==> src/rtl/shift_reg_pkg.sv <==
// Shared types and sizing helper for the parallel-in/serial-out shift register.
package shift_reg_pkg;

  typedef enum logic {
    IDLE  = 1'b0,
    SHIFT = 1'b1
  } ser_state_e;

  // A single-lane word still needs a one-bit counter so the ports stay legal.
  function automatic int cnt_width(input int ratio);
    return (ratio > 1) ? $clog2(ratio) : 1;
  endfunction

endpackage

==> src/rtl/shift_reg_serializer.sv <==
// Unloads one Width*Ratio word as Ratio Width-bit beats with valid/ready on both sides
// and reloads on the final beat's handshake so consecutive words have no bubble.
module shift_reg_serializer
  import shift_reg_pkg::*;
#(
  parameter int unsigned Width    = 32,
  parameter int unsigned Ratio    = 4,
  parameter bit          MsbFirst = 1'b0
) (
  input  logic                   clk_i,
  input  logic                   rst_ni,
  input  logic                   flush_i,
  input  logic                   valid_i,
  output logic                   ready_o,
  input  logic [Width*Ratio-1:0] data_i,
  output logic                   valid_o,
  input  logic                   ready_i,
  output logic [Width-1:0]       data_o,
  output logic                   last_o
);

  localparam int CntWidth = cnt_width(Ratio);
  localparam logic [CntWidth-1:0] LastCnt = CntWidth'(Ratio - 1);

  ser_state_e                 r_state, w_state_next;
  logic [CntWidth-1:0]        r_cnt, w_cnt_next;
  logic [Width*Ratio-1:0]     r_buf, w_buf_next;

  logic                       w_valid;
  logic                       w_last;
  logic                       w_ready;
  logic                       w_accept;
  logic                       w_out_hs;
  logic [CntWidth-1:0]        w_lane;

  always_ff @(posedge clk_i or negedge rst_ni) begin
    if (!rst_ni) begin
      r_state <= IDLE;
      r_cnt   <= '0;
      r_buf   <= '0;
    end else begin
      r_state <= w_state_next;
      r_cnt   <= w_cnt_next;
      r_buf   <= w_buf_next;
    end
  end

  // ready_o depends combinationally on ready_i and flush_i so the last beat can reload.
  always_comb begin
    w_valid      = (r_state == SHIFT);
    w_last       = w_valid && (r_cnt == LastCnt);
    w_ready      = !flush_i && ((r_state == IDLE) || (w_valid && ready_i && w_last));
    w_accept     = valid_i && w_ready;
    w_out_hs     = w_valid && ready_i;
    w_state_next = r_state;
    w_cnt_next   = r_cnt;
    w_buf_next   = r_buf;

    if (flush_i) begin
      w_state_next = IDLE;
      w_cnt_next   = '0;
    end else if (w_accept) begin
      w_state_next = SHIFT;
      w_cnt_next   = '0;
      w_buf_next   = data_i;
    end else if (w_out_hs) begin
      if (w_last) begin
        w_state_next = IDLE;
      end else begin
        w_cnt_next = r_cnt + 1'b1;
      end
    end
  end

  assign w_lane  = MsbFirst ? (LastCnt - r_cnt) : r_cnt;
  assign data_o  = r_buf[int'(w_lane)*Width +: Width];
  assign valid_o = w_valid;
  assign last_o  = w_last;
  assign ready_o = w_ready;

`ifndef SYNTHESIS
  a_ratio_min : assert property (@(posedge clk_i) Ratio >= 1);

  a_last_valid : assert property (@(posedge clk_i) disable iff (!rst_ni)
    last_o |-> valid_o);

  a_stall_stable : assert property (@(posedge clk_i) disable iff (!rst_ni)
    (valid_o && !ready_i && !flush_i) |=> (valid_o && $stable(data_o) && $stable(last_o)));
`endif

endmodule
==> config.mk <==
export PLATFORM = sky130hd
export DESIGN_NAME = shift_reg_serializer
export DESIGN_NICKNAME = d
export VERILOG_FILES = /design/src/rtl/shift_reg_pkg.sv /design/src/rtl/shift_reg_serializer.sv
export SDC_FILE = /design/constraint.sdc
export NUM_CORES = 1
export LEC_CHECK = 0
export ABC_AREA = 1
export ABC_CLOCK_PERIOD_IN_PS = 3300
export BUFFER_PORTS_ARGS = -buffer_cell sky130_fd_sc_hd__buf_2
export CORE_UTILIZATION = 45
export CTS_CLUSTER_DIAMETER = 40
export DETAILED_ROUTE_END_ITERATION = 10
export GPL_ROUTABILITY_DRIVEN = 0
export PLACE_DENSITY = 0.7
export SLEW_MARGIN = 40
export SYNTH_ARGS = -nofsm -noshare
export SYNTH_HDL_FRONTEND = slang
export SYNTH_SLANG_ARGS = --single-unit
==> constraint.sdc <==
create_clock -name clk_i -period 3.3 [get_ports clk_i]
set_clock_uncertainty 0.1 [all_clocks]
set_input_delay 0.66 -clock clk_i [delete_from_list [all_inputs] [get_ports clk_i]]
set_output_delay 0.66 -clock clk_i [all_outputs]
set_load 0.02 [all_outputs]
Yosys cells after proc, flatten, opt, wreduce, memory -nomap -nowiden
Cells that the tools add are included.
{ "word_totals": {"regBits": 131, "in_bits": 133, "output_inout_bits": 35, "word_cells": 29} }
{ "classes": {"add_sub_neg": 1, "n_eq_ne": 2, "shifts": 1, "n_mux": 8, "n_bitwise": 2, "reduce_logical": 12} }
{ "ops": {"columns": ["cell", "n"], "rows": [
  ["128-bit by 8-bit variable part select with 32-bit output", 1],
  ["2-bit 2-to-1 mux", 4],
  ["2-bit AND reduction", 3],
  ["3-bit nonzero test", 2],
  ["1-bit logical AND", 5],
  ["1-bit 2-to-1 mux", 4],
  ["3-bit by 2-bit != test with 1-bit output (second input constant)", 1],
  ["2-bit by 1-bit adder with 2-bit output (second input constant)", 1],
  ["2-bit equality test (second input constant)", 1],
  ["1-bit NOT", 2],
  ["1-bit logical NOT", 1],
  ["1-bit logical OR", 1]
]} }

Logic depth before layout (Yosys ltp)
{ "logic_depth": {"word_depth": 8, "depth_mapped": 8} }

Worst setup path after synthesis
No wires, ideal clock.
{ "synth_timing": {"path_kind": "register to output", "startpoint": "reg r_cnt[0]", "endpoint": "out data_o[24]", "t_arrival_ps": 1399, "t_required_ps": 2540, "path_slack_ps": 1141, "stages_incl_launch_ff": 6, "path_cell_list": "dfrtp_1 > inv_1 > buf_2 > clkbuf_1 > o21ai_0 > o21ai_0"} }
{ "synth_via": {"elab_chain_len": 1} }
{ "synth_lines": {"columns": ["item", "line_no", "rtl"], "rows": [
  ["from (decl)", "shift_reg_serializer.sv:26", "logic [CntWidth-1:0] r_cnt, w_cnt_next;"],
  ["from (signal assigned)", "shift_reg_serializer.sv:43", "r_cnt <= w_cnt_next;"],
  ["128-bit by 8-bit variable part select with 32-bit output", "shift_reg_serializer.sv:76", "assign data_o = r_buf[int'(w_lane)*Width +: Width];"],
  ["to (decl)", "shift_reg_serializer.sv:18", "output logic [Width-1:0] data_o,"]
]} }
Every way passes these cells.

Worst setup path in the final report
{ "layout_timing": {"startpoint": "reg r_cnt[0]", "endpoint": "out data_o[23]"} }
Same word-level chain as after synthesis.

==> summary.txt <==
Floorplanning
  • Number of primary I/O pins: 168
  • Die height: 122 um
  • Total die area: 14800 sq um
  • Standard-cell row count: 43
  • Width of the die: 122 um
  • Starting density of the core: 46.4%
  • Area of the core region: 13900 sq um

Synth
  • Adder-cell share of the synthesized area: 0.194%
  • Number of distinct library cells after synthesis: 18
  • Top_reg_cell synth: sky130_fd_sc_hd__dfrtp_1
  • Leading post-synthesis cells by instance count: sky130_fd_sc_hd__nand2_1, sky130_fd_sc_hd__dfrtp_1, sky130_fd_sc_hd__nand4_1
  • Warnings from Yosys: 0
  • Share of synthesized cell area in and, or, nand and nor gates: 33.9%
  • Combined area of all synthesized cells: 6460 sq um
  • Leading post-synthesis cells by cell area: sky130_fd_sc_hd__dfrtp_1, sky130_fd_sc_hd__nand2_1, sky130_fd_sc_hd__nand4_1, sky130_fd_sc_hd__o21ai_0, sky130_fd_sc_hd__nor2_1
  • Sequential area share after synthesis: 50.7%
  • Most instantiated library cell after synthesis: sky130_fd_sc_hd__nand2_1
  • #FFs+latches synth: 131
  • Cell type with the highest aggregate area in the netlist: sky130_fd_sc_hd__dfrtp_1
  • Synthesized Nets: 943
  • Area fraction in compound gates after synthesis: 7.67%
  • Mean Syn Cell Area: 7.99 sq um
  • Portion of netlist area occupied by mux cells: 0%
  • Synthesized instance count: 809
  • Combinational family with the most area after synthesis: simple AND/OR/NAND/NOR gates
  • Async SR Flop Fraction: 100%
  • Synth top area share: 50.7%
  • Number of enable-type register cells in the synthesized netlist: 0
  • Parity-gate share of the synthesized area counting xor and xnor cells: 0%

Cells and area
  • Post-Route Utilization: 56.1%
  • Nets: 1063
  • Share of final-layout standard cells stronger than drive strength 1: 22.2%
  • Ant. Diodes: 0
  • Synth-to-layout area growth: 21.0%

Detailed routing
  • Final ANT Viol Nets: 0
  • Routed via count: 6043
  • Overall routed net length: 17500 um
  • DRC viols: 0
  • Routed length per placed instance: 15.6 um
  • Number of detailed-route iterations in the first pass: 5
  • Vias per cell: 5.39
  • Number of DRC markers after the initial detailed-route iteration: 610

Placement
  • Number of I/O port buffers: 167
  • HPWL after detailed placement: 10400 um
  • Place WS: 0.805 ns

Worst setup path
  • Required time of the critical path: 2.54 ns
  • Worst setup EP type: output port
  • Startpoint Class: flop
  • Crit Path Class: flop to output port
  • Maximum fanout count along the critical path: 30
  • WP data arrival: 2.30 ns

STA
  • Final worst-path setup slack: 0.241 ns
  • Final setup violation count: 0
  • Highest clock rate: 0.327 GHz
  • RSZ-0062 raised after global routing: false
  • Setup TNS after final layout: 0 ns
  • Final critical delay including setup and external delays: 3.06 ns
  • Share of the clock period used by the worst path after layout: 92.7%
  • Rel. slew slack: 47.5%
  • Worst hold slack: 0.0969 ns
  • Final-report hold violation count: 0
  • Fin. max-slew vios: 0
  • Pin slew with the least headroom to its limit: 0.787 ns

Clock tree
  • Cts bufs inserted: 17
  • Master cell of the clock root buffer: sky130_fd_sc_hd__clkbuf_16
  • Clock tree buffer depth: 2
  • Clock-pin transition on the worst setup and hold timing paths: 0.05 ns
  • CTS Sinks: 131
  • Post-CTS setup buffer count: 0
  • Worst-Skew Late Latency: 0.41 ns
  • TritonCTS clock tree: done
  • Count of hold buffers inserted by post-cts repair: 0
  • Max H-tree Level: 4
  • CTS resizes: 0

Power
  • Worst supply voltage drop on vdd: 0.341 mV
  • P_leak: 4.11 nW
  • Power per Cell Area: 597 nW/um^2
  • Pwr Total: 4.67 mW

GRT
  • Vias in the first global route: 5544
  • Maximum number of pins on one net before global-route repair: 130
  • Total global-route track usage: 24.7%
  • Grt total ovfl: 0
  • Wire length of the first global-routing pass: 28300 um
  • Antenna violations before repair: 1

Worst hold path
  • Hold Crit Class: input port to async pin

Job
  • Max Cap Viol: 0

Status
  • Outcome: finished clean
[final cells by class]
| type | count | area (sq um) |
|---|---|---|
| Multi-Input combinational cell | 594 | 2710 |
| Inverter | 7 | 28.8 |
| Fill cell | 1304 | 6110 |
| Sequential cell | 131 | 3280 |
| Tap cell | 180 | 225 |
| Timing Repair Buffer | 178 | 1000 |
| Clock inverter | 4 | 70.1 |
| Clock buffer | 28 | 507 |
[stage by stage]
stage          instance area [sq um]  cells
2_1_floorplan                   6460    809
3_3_place_gp                    7250   1090
4_1_cts                         7820   1122
5_1_grt                         7820   1122
3_5_place_dp                    7250   1090
6_report                        7820   1122
[logic make-up (layout without fill, tap and decap cells)]
kind of cell / count (synthesis) / count (layout)
AND/OR/NAND/NOR: 494 / 494
flip-flops: 131 / 131
adder cells (fa/ha/maj): 1 / 1
buffers and inverters: 84 / 217
AO/OA/AOI/OAI: 99 / 99
[routing by layer]
layer	track usage (%)	share of wire (%)	up-vias
met5	0	0	-
met4	7.48	1.2	0
met1	35.6	47	2860
li1	-	-	2977
met3	5.06	5.2	15
met2	37.5	47	191
[final timing paths]
kind,from,slack [ns],depth (start not counted),to
worst max-delay path,r_cnt[0]$_DFFE_PN0P_,0.24,5,data_o[23]
worst min-delay path,rst_ni,0.1,1,r_buf[92]$_DFFE_PN0P_
worst max register to register,r_cnt[0]$_DFFE_PN0P_,1.20,6,r_buf[48]$_DFFE_PN0P_
worst min register to register,r_buf[61]$_DFFE_PN0P_,0.37,2,r_buf[61]$_DFFE_PN0P_
max in group asynchronous,rst_ni,2.20,2,r_buf[77]$_DFFE_PN0P_
min in group clk_i,r_buf[61]$_DFFE_PN0P_,0.37,2,r_buf[61]$_DFFE_PN0P_
[worst max-delay path: stages (launching register included)]
cell and delay (ns):
sky130_fd_sc_hd__dfrtp_2 0.61, sky130_fd_sc_hd__inv_2 0.29, sky130_fd_sc_hd__buf_12 0.25, sky130_fd_sc_hd__o21ai_0 0.33, sky130_fd_sc_hd__o21ai_0 0.20, sky130_fd_sc_hd__buf_2 0.20
[report_power, final]
| group | internal, mW | total, mW | switching [mW] |
|---|---|---|---|
| Combinational | 0.292 | 0.811 | 0.518 |
| Clock | 1.19 | 1.85 | 0.657 |
| Sequential | 1.86 | 2.01 | 0.147 |
[cell usage in the layout (no fill, tap or decap), drive strengths merged]
cell type,netlist,final
a21oi,3,3
buf,52,178
bufinv,0,2
clkbuf,25,28
clkinv,0,2
dfrtp,131,131
ha,1,1
inv,7,7
nand2,265,265
nand3,2,2
nand4,130,130
nor2,97,97
o21ai,96,96
[sequential cells by signal, indices dropped and copies added, names as in the netlist]
| signal | flops |
|---|---|
| r_buf | 128 |
| valid_o | 1 |
| r_cnt | 2 |
(Power assumes the default switching activity.)
